===== src/rtl/dcache_sram_array_pkg.sv =====
// dcache_sram_array_pkg
//   Shared geometry and helpers for the L1 D-cache storage array.
//   - Size constants: tag/set widths, block size, associativity.
//   - Address field slicing: blockAddr = {tag, set}, with set in the LSBs.
//   - Byte-masked line merge used by CPU write hits.
//   Replacement selection: define DCACHE_PLRU_EN for tree pseudo-LRU;
//   leave it undefined for true LRU with age counters.
package dcache_sram_array_pkg;

  localparam int DTAG_SIZE        = 3;
  localparam int DSET_INDEX_SIZE  = 1;
  localparam int DBLOCK_SIZE      = 8;
  localparam int DBLOCK_SIZE_BITS = DBLOCK_SIZE * 8;
  localparam int DWAYS            = 4;
  localparam int DSETS            = 1 << DSET_INDEX_SIZE;
  localparam int WAY_W            = $clog2(DWAYS);
  localparam int ADDR_W           = DTAG_SIZE + DSET_INDEX_SIZE;

  typedef logic [DTAG_SIZE-1:0]        tag_t;
  typedef logic [DSET_INDEX_SIZE-1:0]  set_t;
  typedef logic [WAY_W-1:0]            way_t;
  typedef logic [ADDR_W-1:0]           addr_t;
  typedef logic [DBLOCK_SIZE-1:0]      bmask_t;
  typedef logic [DBLOCK_SIZE_BITS-1:0] line_t;

  function automatic set_t addr_set(addr_t a);
    return a[DSET_INDEX_SIZE-1:0];
  endfunction

  function automatic tag_t addr_tag(addr_t a);
    return a[ADDR_W-1:DSET_INDEX_SIZE];
  endfunction

  // Bytes with mask=1 come from nxt, the rest keep cur.
  function automatic line_t merge_bytes(line_t cur, line_t nxt, bmask_t mask);
    line_t r;
    r = cur;
    for (int i = 0; i < DBLOCK_SIZE; i++) begin
      if (mask[i]) r[i*8 +: 8] = nxt[i*8 +: 8];
    end
    return r;
  endfunction

endpackage


===== src/rtl/dcache_sram_array_if.sv =====
// dcache_sram_array_if
//   CPU/refill access bus between the cache controller (master) and the
//   storage array (slave).
//   master drives: ren, wen, memWen, bytesAccess, blockAddr, dataIn
//   slave drives : hit, dirtyBit, dataOut (combinational lookup results)
interface dcache_sram_array_if;
  import dcache_sram_array_pkg::*;

  logic   ren;
  logic   wen;
  logic   memWen;
  bmask_t bytesAccess;
  addr_t  blockAddr;
  line_t  dataIn;
  logic   hit;
  logic   dirtyBit;
  line_t  dataOut;

  modport master (
    output ren, wen, memWen, bytesAccess, blockAddr, dataIn,
    input  hit, dirtyBit, dataOut
  );

  modport slave (
    input  ren, wen, memWen, bytesAccess, blockAddr, dataIn,
    output hit, dirtyBit, dataOut
  );
endinterface


===== src/rtl/dcache_repl_policy.sv =====
// dcache_repl_policy
//   Per-set replacement state for the D-cache array.
//   Ports:
//     clk, rst         clock; synchronous active-low reset of all state
//     touch_en         mark touch_way of touch_set most-recently-used
//     touch_set/way    set and way being touched this cycle
//     query_set        set whose replacement victim is requested
//     victim           way to evict when every way of query_set is valid
//   DCACHE_PLRU_EN defined: binary-tree pseudo-LRU, DWAYS-1 bits per set.
//   Undefined: true LRU with one WAY_W-bit age per way (0 = MRU).
module dcache_repl_policy
  import dcache_sram_array_pkg::*;
(
  input  logic clk,
  input  logic rst,
  input  logic touch_en,
  input  set_t touch_set,
  input  way_t touch_way,
  input  set_t query_set,
  output way_t victim
);

`ifdef DCACHE_PLRU_EN
  localparam int NODES = DWAYS - 1;

  // Heap-ordered tree: node n has children 2n+1 (left) and 2n+2 (right).
  // A node bit of 0 points the victim search left, 1 points it right.
  logic [NODES-1:0] tree_q [DSETS];

  function automatic logic [NODES-1:0] plru_touch(logic [NODES-1:0] t, way_t w);
    logic [NODES-1:0] r;
    way_t             wc;
    logic             b;
    int               node;
    r    = t;
    wc   = w;
    node = 0;
    for (int l = 0; l < WAY_W; l++) begin
      b  = wc[WAY_W-1];
      wc = wc << 1;
      // Point this node away from the half that was just used.
      r[node[WAY_W-1:0]] = ~b;
      node = 2 * node + 1 + int'(b);
    end
    return r;
  endfunction

  function automatic way_t plru_victim(logic [NODES-1:0] t);
    way_t v;
    logic b;
    int   node;
    v    = '0;
    node = 0;
    for (int l = 0; l < WAY_W; l++) begin
      b    = t[node[WAY_W-1:0]];
      v    = way_t'((int'(v) << 1) | int'(b));
      node = 2 * node + 1 + int'(b);
    end
    return v;
  endfunction

  always_ff @(posedge clk) begin
    if (!rst) begin
      for (int s = 0; s < DSETS; s++) tree_q[s] <= '0;
    end else if (touch_en) begin
      tree_q[touch_set] <= plru_touch(tree_q[touch_set], touch_way);
    end
  end

  assign victim = plru_victim(tree_q[query_set]);

`else
  // Ages within a set always form a permutation of 0..DWAYS-1, so the
  // oldest way is unique. Reset seeds that permutation with the way index.
  way_t age_q [DSETS][DWAYS];

  always_ff @(posedge clk) begin
    if (!rst) begin
      for (int s = 0; s < DSETS; s++) begin
        for (int w = 0; w < DWAYS; w++) age_q[s][w] <= way_t'(w);
      end
    end else if (touch_en) begin
      for (int w = 0; w < DWAYS; w++) begin
        if (way_t'(w) == touch_way) begin
          age_q[touch_set][w] <= '0;
        end else if (age_q[touch_set][w] < age_q[touch_set][touch_way]) begin
          age_q[touch_set][w] <= age_q[touch_set][w] + 1'b1;
        end
      end
    end
  end

  always_comb begin
    way_t best;
    best = '0;
    for (int w = 1; w < DWAYS; w++) begin
      if (age_q[query_set][w] > age_q[query_set][best]) best = way_t'(w);
    end
    victim = best;
  end
`endif

endmodule


===== src/rtl/dcache_sram_array.sv =====
// dcache_sram_array
//   Data/tag/state storage of the L1 D-cache: 4-way set-associative,
//   write-back, 8-byte blocks, 2 sets.
//   Ports:
//     clk   clock, all state updates on posedge
//     rst   synchronous active-low reset: clears valid, dirty and
//           replacement state (tags and data are kept); forces outputs to 0
//     bus   dcache_sram_array_if.slave
//           in : ren, wen, memWen, bytesAccess, blockAddr, dataIn
//           out: hit, dirtyBit, dataOut (zero-latency lookup of blockAddr)
//   Update priority: memWen > wen > ren. Misses on ren/wen change nothing.
//   Build option: DCACHE_PLRU_EN selects tree pseudo-LRU in
//   dcache_repl_policy; default is true LRU.
module dcache_sram_array
  import dcache_sram_array_pkg::*;
(
  input  logic clk,
  input  logic rst,
  dcache_sram_array_if.slave bus
);

  logic [DWAYS-1:0] valid_q [DSETS];
  logic [DWAYS-1:0] dirty_q [DSETS];
  tag_t             tag_q   [DSETS][DWAYS];
  line_t            data_q  [DSETS][DWAYS];

  set_t             set;
  tag_t             tag;
  logic [DWAYS-1:0] match;
  logic             any_match;
  way_t             match_way;
  logic             has_free;
  way_t             free_way;
  way_t             repl_way;
  way_t             victim_way;
  way_t             sel_way;
  way_t             fill_way;
  logic             hit_int;
  logic             do_fill;
  logic             do_write;
  logic             do_read;
  logic             touch_en;
  way_t             touch_way;

  assign set = addr_set(bus.blockAddr);
  assign tag = addr_tag(bus.blockAddr);

  always_comb begin
    match     = '0;
    match_way = '0;
    has_free  = 1'b0;
    free_way  = '0;
    for (int w = 0; w < DWAYS; w++) begin
      match[w] = valid_q[set][w] && (tag_q[set][w] == tag);
      if (match[w]) match_way = way_t'(w);
    end
    // Descending scan so the lowest-indexed invalid way wins.
    for (int w = DWAYS - 1; w >= 0; w--) begin
      if (!valid_q[set][w]) begin
        has_free = 1'b1;
        free_way = way_t'(w);
      end
    end
  end

  assign any_match  = |match;
  assign victim_way = has_free ? free_way : repl_way;
  assign hit_int    = (bus.ren | bus.wen) & any_match;
  assign sel_way    = hit_int ? match_way : victim_way;
  // A refill of a tag already present reuses its way to avoid duplicates.
  assign fill_way   = any_match ? match_way : victim_way;

  assign bus.hit      = rst & hit_int;
  assign bus.dirtyBit = rst & dirty_q[set][sel_way];
  assign bus.dataOut  = rst ? data_q[set][sel_way] : '0;

  assign do_fill   = rst & bus.memWen;
  assign do_write  = rst & ~bus.memWen & bus.wen & any_match;
  assign do_read   = rst & ~bus.memWen & ~bus.wen & bus.ren & any_match;
  assign touch_en  = do_fill | do_write | do_read;
  assign touch_way = do_fill ? fill_way : match_way;

  dcache_repl_policy u_repl (
    .clk       (clk),
    .rst       (rst),
    .touch_en  (touch_en),
    .touch_set (set),
    .touch_way (touch_way),
    .query_set (set),
    .victim    (repl_way)
  );

  // Line state: valid/dirty are the only bits reset clears.
  always_ff @(posedge clk) begin
    if (!rst) begin
      for (int s = 0; s < DSETS; s++) begin
        valid_q[s] <= '0;
        dirty_q[s] <= '0;
      end
    end else if (do_fill) begin
      valid_q[set][fill_way] <= 1'b1;
      dirty_q[set][fill_way] <= 1'b0;
    end else if (do_write) begin
      dirty_q[set][match_way] <= 1'b1;
    end
  end

  // Tag/data storage: never reset, written only on refill or write hit.
  always_ff @(posedge clk) begin
    if (do_fill) begin
      tag_q[set][fill_way]  <= tag;
      data_q[set][fill_way] <= bus.dataIn;
    end else if (do_write) begin
      data_q[set][match_way] <= merge_bytes(data_q[set][match_way], bus.dataIn,
                                            bus.bytesAccess);
    end
  end

endmodule


===== src/flat_wrapper.sv =====
// flat-port wrapper written by rule: the top's interface ports become plain ports
module dcache_sram_array_flat import dcache_sram_array_pkg::*;
  (clk, rst, bus_ren, bus_wen, bus_memWen, bus_bytesAccess, bus_blockAddr, bus_dataIn, bus_hit, bus_dirtyBit, bus_dataOut);
  dcache_sram_array_if bus_i ();
  input  logic clk;
  input  logic rst;
  input wire logic [$bits(bus_i.ren)-1:0] bus_ren;
  input wire logic [$bits(bus_i.wen)-1:0] bus_wen;
  input wire logic [$bits(bus_i.memWen)-1:0] bus_memWen;
  input wire logic [$bits(bus_i.bytesAccess)-1:0] bus_bytesAccess;
  input wire logic [$bits(bus_i.blockAddr)-1:0] bus_blockAddr;
  input wire logic [$bits(bus_i.dataIn)-1:0] bus_dataIn;
  output wire logic [$bits(bus_i.hit)-1:0] bus_hit;
  output wire logic [$bits(bus_i.dirtyBit)-1:0] bus_dirtyBit;
  output wire logic [$bits(bus_i.dataOut)-1:0] bus_dataOut;
  assign bus_i.ren = bus_ren;
  assign bus_i.wen = bus_wen;
  assign bus_i.memWen = bus_memWen;
  assign bus_i.bytesAccess = bus_bytesAccess;
  assign bus_i.blockAddr = bus_blockAddr;
  assign bus_i.dataIn = bus_dataIn;
  assign bus_hit = bus_i.hit;
  assign bus_dirtyBit = bus_i.dirtyBit;
  assign bus_dataOut = bus_i.dataOut;
  dcache_sram_array u_core (.clk(clk), .rst(rst), .bus(bus_i));
endmodule

===== config.mk =====
export PLATFORM = sky130hd
export DESIGN_NAME = dcache_sram_array_flat
export DESIGN_NICKNAME = d
export VERILOG_FILES = /design/src/rtl/dcache_sram_array_pkg.sv /design/src/rtl/dcache_sram_array_if.sv /design/src/rtl/dcache_repl_policy.sv /design/src/rtl/dcache_sram_array.sv /design/src/flat_wrapper.sv
export SDC_FILE = /design/constraint.sdc
export NUM_CORES = 1
export LEC_CHECK = 0
export CELL_PAD_IN_SITES_DETAIL_PLACEMENT = 0
export CELL_PAD_IN_SITES_GLOBAL_PLACEMENT = 1
export CORE_MARGIN = 10
export CORE_UTILIZATION = 40
export CTS_BUF_LIST = sky130_fd_sc_hd__clkbuf_4
export DETAILED_ROUTE_END_ITERATION = 16
export PLACE_DENSITY = 0.64
export SLEW_MARGIN = 5
export SYNTH_ARGS = -nofsm -noshare
export SYNTH_HDL_FRONTEND = slang
export SYNTH_SLANG_ARGS = --single-unit

===== constraint.sdc =====
create_clock -name clk -period 10.75 [get_ports clk]
set_input_delay 2.15 -clock clk [delete_from_list [all_inputs] [get_ports clk]]
set_output_delay 2.15 -clock clk [all_outputs]
set_load 0.005 [all_outputs]

* Yosys cells after proc, flatten, opt, wreduce, memory -nomap -nowiden
Memories as Yosys holds them, arrays and structs flattened. Index checks and enable logic that the tools add are counted.
Storage, ports and cells: bits in registers 0, word-level logic and storage cells 724, memories kept 5, memory bits (writable) 568, ROM bits 0, bits in latches 0, output and inout bits 66, input bits 81
Memories:
- u_core.data_q | depth 2, bits a word 256, read ports 1, clocked after memory_dff 0, write ports 1, line dcache_sram_array.sv:25 | line_t data_q [DSETS][DWAYS];
- u_core.tag_q | depth 2, bits a word 12, read ports 1, clocked after memory_dff 0, write ports 1, line dcache_sram_array.sv:24 | tag_t tag_q [DSETS][DWAYS];
- u_core.u_repl.age_q | depth 2, bits a word 8, read ports 1, clocked after memory_dff 0, write ports 2, line dcache_repl_policy.sv:75 | way_t age_q [DSETS][DWAYS];
- u_core.dirty_q | depth 2, bits a word 4, read ports 1, clocked after memory_dff 0, write ports 2, line dcache_sram_array.sv:23 | logic [DWAYS-1:0] dirty_q [DSETS];
- u_core.valid_q | depth 2, bits a word 4, read ports 1, clocked after memory_dff 0, write ports 2, line dcache_sram_array.sv:22 | logic [DWAYS-1:0] valid_q [DSETS];
Cells by class: multiply operators 0, $add $sub $neg 4, bitwise operators 285, reductions and logical operators 13, shift-type cells 0, divide/modulo/power cells 0, magnitude comparators 20, eq/ne operators 7, mux-type cells 390
Operators by type and width (number):
- $mux 256 | 2
- $mux 64 | 7
- $mux 1 | 314
- $or 1x1->1 | 267
- $bmux 64 s2 | 2
- $demux 64 s2 | 2
- $mux 8 | 25
- $mux 2 | 22
- $mux 4 | 7
- $ge 3x3->1 const B | 6
- $not 2->3 | 6
- $bmux 2 s2 | 3
- $eq 3x3->1 | 4
- $mux 12 | 1
- $reduce_or 4->1 | 3
- $and 1x1->1 | 10
- $lt 2x3->1 const B | 3
- $add 2x1->2 const B | 4
- $logic_and 1x1->1 | 8
- $lt 2x2->1 | 4
- $reduce_or 8->1 | 1
- $demux 3 s2 | 1
- $gt 2x2->1 | 3
- $lt 3x1->1 const B | 2
- other kinds (8) | 12

* Depth between registers and ports, before layout
An unclocked memory read counts as a cell.
depth after elaboration 31, mapped depth 27, depth with buffers taken out 23

* Cells and area by module
From an unflattened synthesis, not the netlist that was laid out.
Unflattened totals: cell total of the unflattened synthesis 2371, area total of the unflattened synthesis 29630.9 um^2
By module, submodules not included:
- dcache_sram_array | area an instance 28004.4 um^2, cells each 2204, seq. area each 16495.8 um^2, times used 1
- dcache_repl_policy | area an instance 1626.6 um^2, cells each 167, seq. area each 480.5 um^2, times used 1

* Worst setup path before layout
No wires, ideal clock.
path kind input -> register, from input bus_blockAddr[0], to memory u_core.dirty_q[0][0], enable pin, library setup time 0.306 ns, arrival time 9.291 ns, required time 10.444 ns, stages 24, buffers on the path 3, slack 1.152 ns, path through buf_6 buf_6 buf_4 mux2i_1 inv_1 ha_1 inv_1 o22ai_1 nor2_1 a21oi_1 ha_1 nor2b_1 o21ai_0 o21ai_0 ha_1 nor2b_1 o21ai_0 o21a_1 o31ai_1 nand2_1 nand2_1 a21o_1 o22ai_1 or2_2
RTL lines:
- start: declaration | line flat_wrapper.sv:11 | input wire logic [$bits(bus_i.blockAddr)-1:0] bus_blockAddr;
- end: declaration | line dcache_sram_array.sv:23

* Worst setup path after layout
from input bus_blockAddr[0], to output bus_dataOut[31]
On the way: longest elaborated chain between the ends 22, elaborated cells between the ends (all ways) 46, classes of those cells order compare (3); eq/ne (4); mux (26); bitwise (4); reduce/logical (5); memory (4)
RTL lines:
- $mem_v2 2x8
- $gt 2x2->1 | line dcache_repl_policy.sv:97 | if (age_q[query_set][w] > age_q[query_set][best]) best = way_t'(w);
- $mux 1 | line dcache_repl_policy.sv:97
- $not 2->3 (not written as such) | line dcache_repl_policy.sv:97
- $bmux 2 s2 | line dcache_repl_policy.sv:97
- $mux 2 (not written as such) (2 in a row) | line dcache_repl_policy.sv:97
- $gt 2x2->1 | line dcache_repl_policy.sv:97
- $mux 2 | line dcache_repl_policy.sv:97
- (+4 left out)
- $gt 2x2->1 | line dcache_repl_policy.sv:97
- $mux 2 | line dcache_repl_policy.sv:97
- $mux 2 | line dcache_sram_array.sv:67 | assign victim_way = has_free ? free_way : repl_way;
- $mux 2 | line dcache_sram_array.sv:69 | assign sel_way = hit_int ? match_way : victim_way;
- $not 2->3 (not written as such) | line dcache_sram_array.sv:75 | assign bus.dataOut = rst ? data_q[set][sel_way] : '0;
- $bmux 64 s2 (*) | line dcache_sram_array.sv:75
- $mux 64 (not written as such) (*) (2 in a row) | line dcache_sram_array.sv:75
- $mux 64 (*) | line dcache_sram_array.sv:75
- end: declaration | line flat_wrapper.sv:15 | output wire logic [$bits(bus_i.dataOut)-1:0] bus_dataOut;
Every way passes the cells marked *; elsewhere a longest branch is shown, timed or not. The select of a mux whose other input is x is not followed.

==> flow_metrics.tcl <==
set metrics [dict create \
    multiInputGateArea_mm2 0.0116 \
    hold_ws_ns 0.463 \
    die_h_um 291 \
    grt_pass1_vias 20500 \
    clockBufferDepth 3 \
    tightest_slew_ns 1.18 \
    p_leak_nw 11.9 \
    finalHoldViolCount 0 \
    dieArea_mm2 0.0848 \
    start_util_pct 40.3 \
    setup_viol 0 \
    clock_latency_ns 0.99 \
    nNetsFinal 2468 \
    vias 19500 \
    rows 99 \
    cts_hold_buf 0 \
    grt_max_degree 142 \
    cp-end-kind "output port" \
    drtAntennaViolNets 0 \
    tns_ns 0 \
    ys_seq_elements 568 \
    power.density_mw_per_mm2 145 \
    place_area_mm2 0.0319 \
    period_share_pct 95.0 \
    hp-class "flop to flop" \
    ys_types 59 \
    synth_cells 2198 \
    n_fill_cell 6556 \
    clock_sinks 568 \
    wl_per_cell_um 24.9 \
    crit_path_start_kind "primary input" \
    synth-async-reset-ratio_pct 0 \
    drt_iter0_markers 1174 \
    cts-root-buf "clkbuf_4" \
    clk_pin_slew_worst_paths_ns 0.06 \
    rsz0062_at_grt "no" \
    gr-usage-all-layers_pct 19.7 \
    max_freq_mhz 97.9 \
    grt_antenna_before_repair 6 \
    gr-total-overflow 0 \
    io_buffers 146 \
    reg2regPathDepth 22 \
    skew_ns 0.0757 \
    place.gp.congestion 0.802 \
    top_level_ports 147 \
    area_growth_pct 15.0 \
    critPathKind "primary input to output port" \
    synth-edff-count 560 \
    drv_slew 0 \
    first_pass_iters 5 \
    die_w_um 291 \
    regArea_mm2 0.0170 \
    finalCriticalPeriod_ns 10.22 \
    synth.cell_area_mm2 0.0294 \
    drv_cap 0 \
    wl_um 85800 \
    place_hpwl_um 47700 \
    core_area_mm2 0.0730 \
    post_cts_buffers 0 \
    cp.arrival_ns 8.07 \
    cts_tree "yes" \
    holdPathStages 1 \
    cts_buffers 153 \
    synth_nets 2286 \
    status "completed" \
    ys.flop_type "edfxtp_1" \
    total_power_mw 4.92 \
    vias_per_cell 5.67 \
    grt_pass1_wl_um 128000 \
    relSlewSlack_pct 21.4 \
    yosysWarnings 0 \
    dpl.cell_count 3183 \
    place_ws_ns 0.431 \
    finalNonFillerCells 3443 \
    worstPathMaxFanout 59 \
    htree_levels 4 \
    drc_errors 0 \
    fin_ws_ns 0.535 \
    vdd_drop_max_v 0.0000781 \
    worstPathRequired_ns 8.60 \
    ys_seq_area_share_pct 57.7 \
    fin_util_pct 46.4 \
    final_area_mm2 0.0338 \
    drive_above_1_share_pct 27.1 \
    avgSynthCellArea_um2 13.4 \
]
timing repair:
| item | 4_1_cts | 5_1_grt |
|---|---|---|
| setup endpoints to repair | 0 | 15 |
| gates resized for setup | 0 | 1 |
| hold endpoints to repair | 0 | 0 |
where the power goes:
group	total (mW)	switching (mW)	leakage (nW)	internal [mW]
combinational	0.516	0.279	5.66	0.236
clock	1.92	0.894	1.14	1.03
sequential	2.48	0.0117	5.13	2.47
layout make-up:
class,count,share of cell area (%)
Timing Repair Buffer,182,5.35
Antenna cell,2,0.0148
Tap cell,959,3.55
Sequential cell,568,50.2
Clock buffer,219,4.86
Inverter,86,0.961
Multi-Input combinational cell,1389,34.3
Clock inverter,38,0.791
placed cells by master (no fill, tap or decap), types with 6 or more instances in the layout:
cell and instances:
o221ai_1 64, buf_4 30, dfxtp_1 8, nand3_1 11, xor2_1 12, nand2_1 182
nor3_1 6, o21ai_0 93, o22a_1 7, buf_12 6, clkinv_1 24, a22o_1 64
mux4_2 68, mux2i_1 203, a21oi_1 126, clkbuf_4 219, nor2_1 143, mux2_2 294
edfxtp_1 560, ha_1 7, clkdlybuf4s50_1 145, inv_1 83, o21a_1 6, nand2_4 6
worst paths after layout:
kind	slack [ns]	from	endpoint
min	0.46	u_core.valid_q[0][0]$_DFF_P_	u_core.valid_q[0][0]$_DFF_P_
max	0.53	bus_blockAddr[0]	bus_dataOut[31]
max reg2reg	4.51	u_core.u_repl.age_q[1][6]$_SDFFCE_PN0P_	u_core.data_q[1][17]$_DFFE_PP_
min reg2reg	0.46	u_core.valid_q[0][0]$_DFF_P_	u_core.valid_q[0][0]$_DFF_P_
Yosys cell counts, types with 35 or more instances:
cell,instances,share of area (%)
clkbuf_1,82,1.0
buf_2,35,0.60
nand2_1,188,2.4
a21oi_1,126,2.1
edfxtp_1,560,57
a22o_1,64,1.9
o21ai_0,96,1.6
mux2i_1,204,6.9
inv_1,83,1.1
o221ai_1,64,1.9
mux2_2,294,11
mux4_2,68,5.2
nor2_1,146,1.9
registers in the layout (all words and copies together) (netlist names):
| name | flops |
|---|---|
| u_core.valid_q | 8 |
| u_core.u_repl.age_q | 16 |
| u_core.data_q | 512 |
| u_core.dirty_q | 8 |
| u_core.tag_q | 24 |
worst max-delay path, cell delays in order:
cell             delay, ns
buf_8                 0.39
mux2i_1               0.45
inv_1                 0.17
ha_1                  0.31
inv_1                 0.04
o22ai_1               0.33
nor2_1                0.08
a21oi_1               0.18
ha_1                  0.18
nor2b_1               0.05
o21ai_0               0.38
o21ai_0               0.17
ha_1                  0.33
nor2b_1               0.13
o21ai_0               0.22
o21a_1                0.17
o31ai_1               0.14
mux2i_2               0.59
and2_4                0.55
buf_4                 0.30
a22o_1                0.17
clkdlybuf4s50_1       0.51
per-layer routing:
metal  global-route usage [%]  routed length [um]
met1                     24.9               36600
met2                     32.9               42200
met3                     3.95                4940
met4                     7.51                2020
met5                        0                  39
cells by family after synthesis:
group                      share of synthesized area (%)
DFF                                                 57.7
AOI/OAI and AO/OA                                   9.15
muxes                                               23.4
xor gates and xnor gates                           0.476
and+or+nand+nor                                     5.45
buffers and inverters                               3.37
adders and majority gates                          0.489
Power figures use the tool's default switching activity.
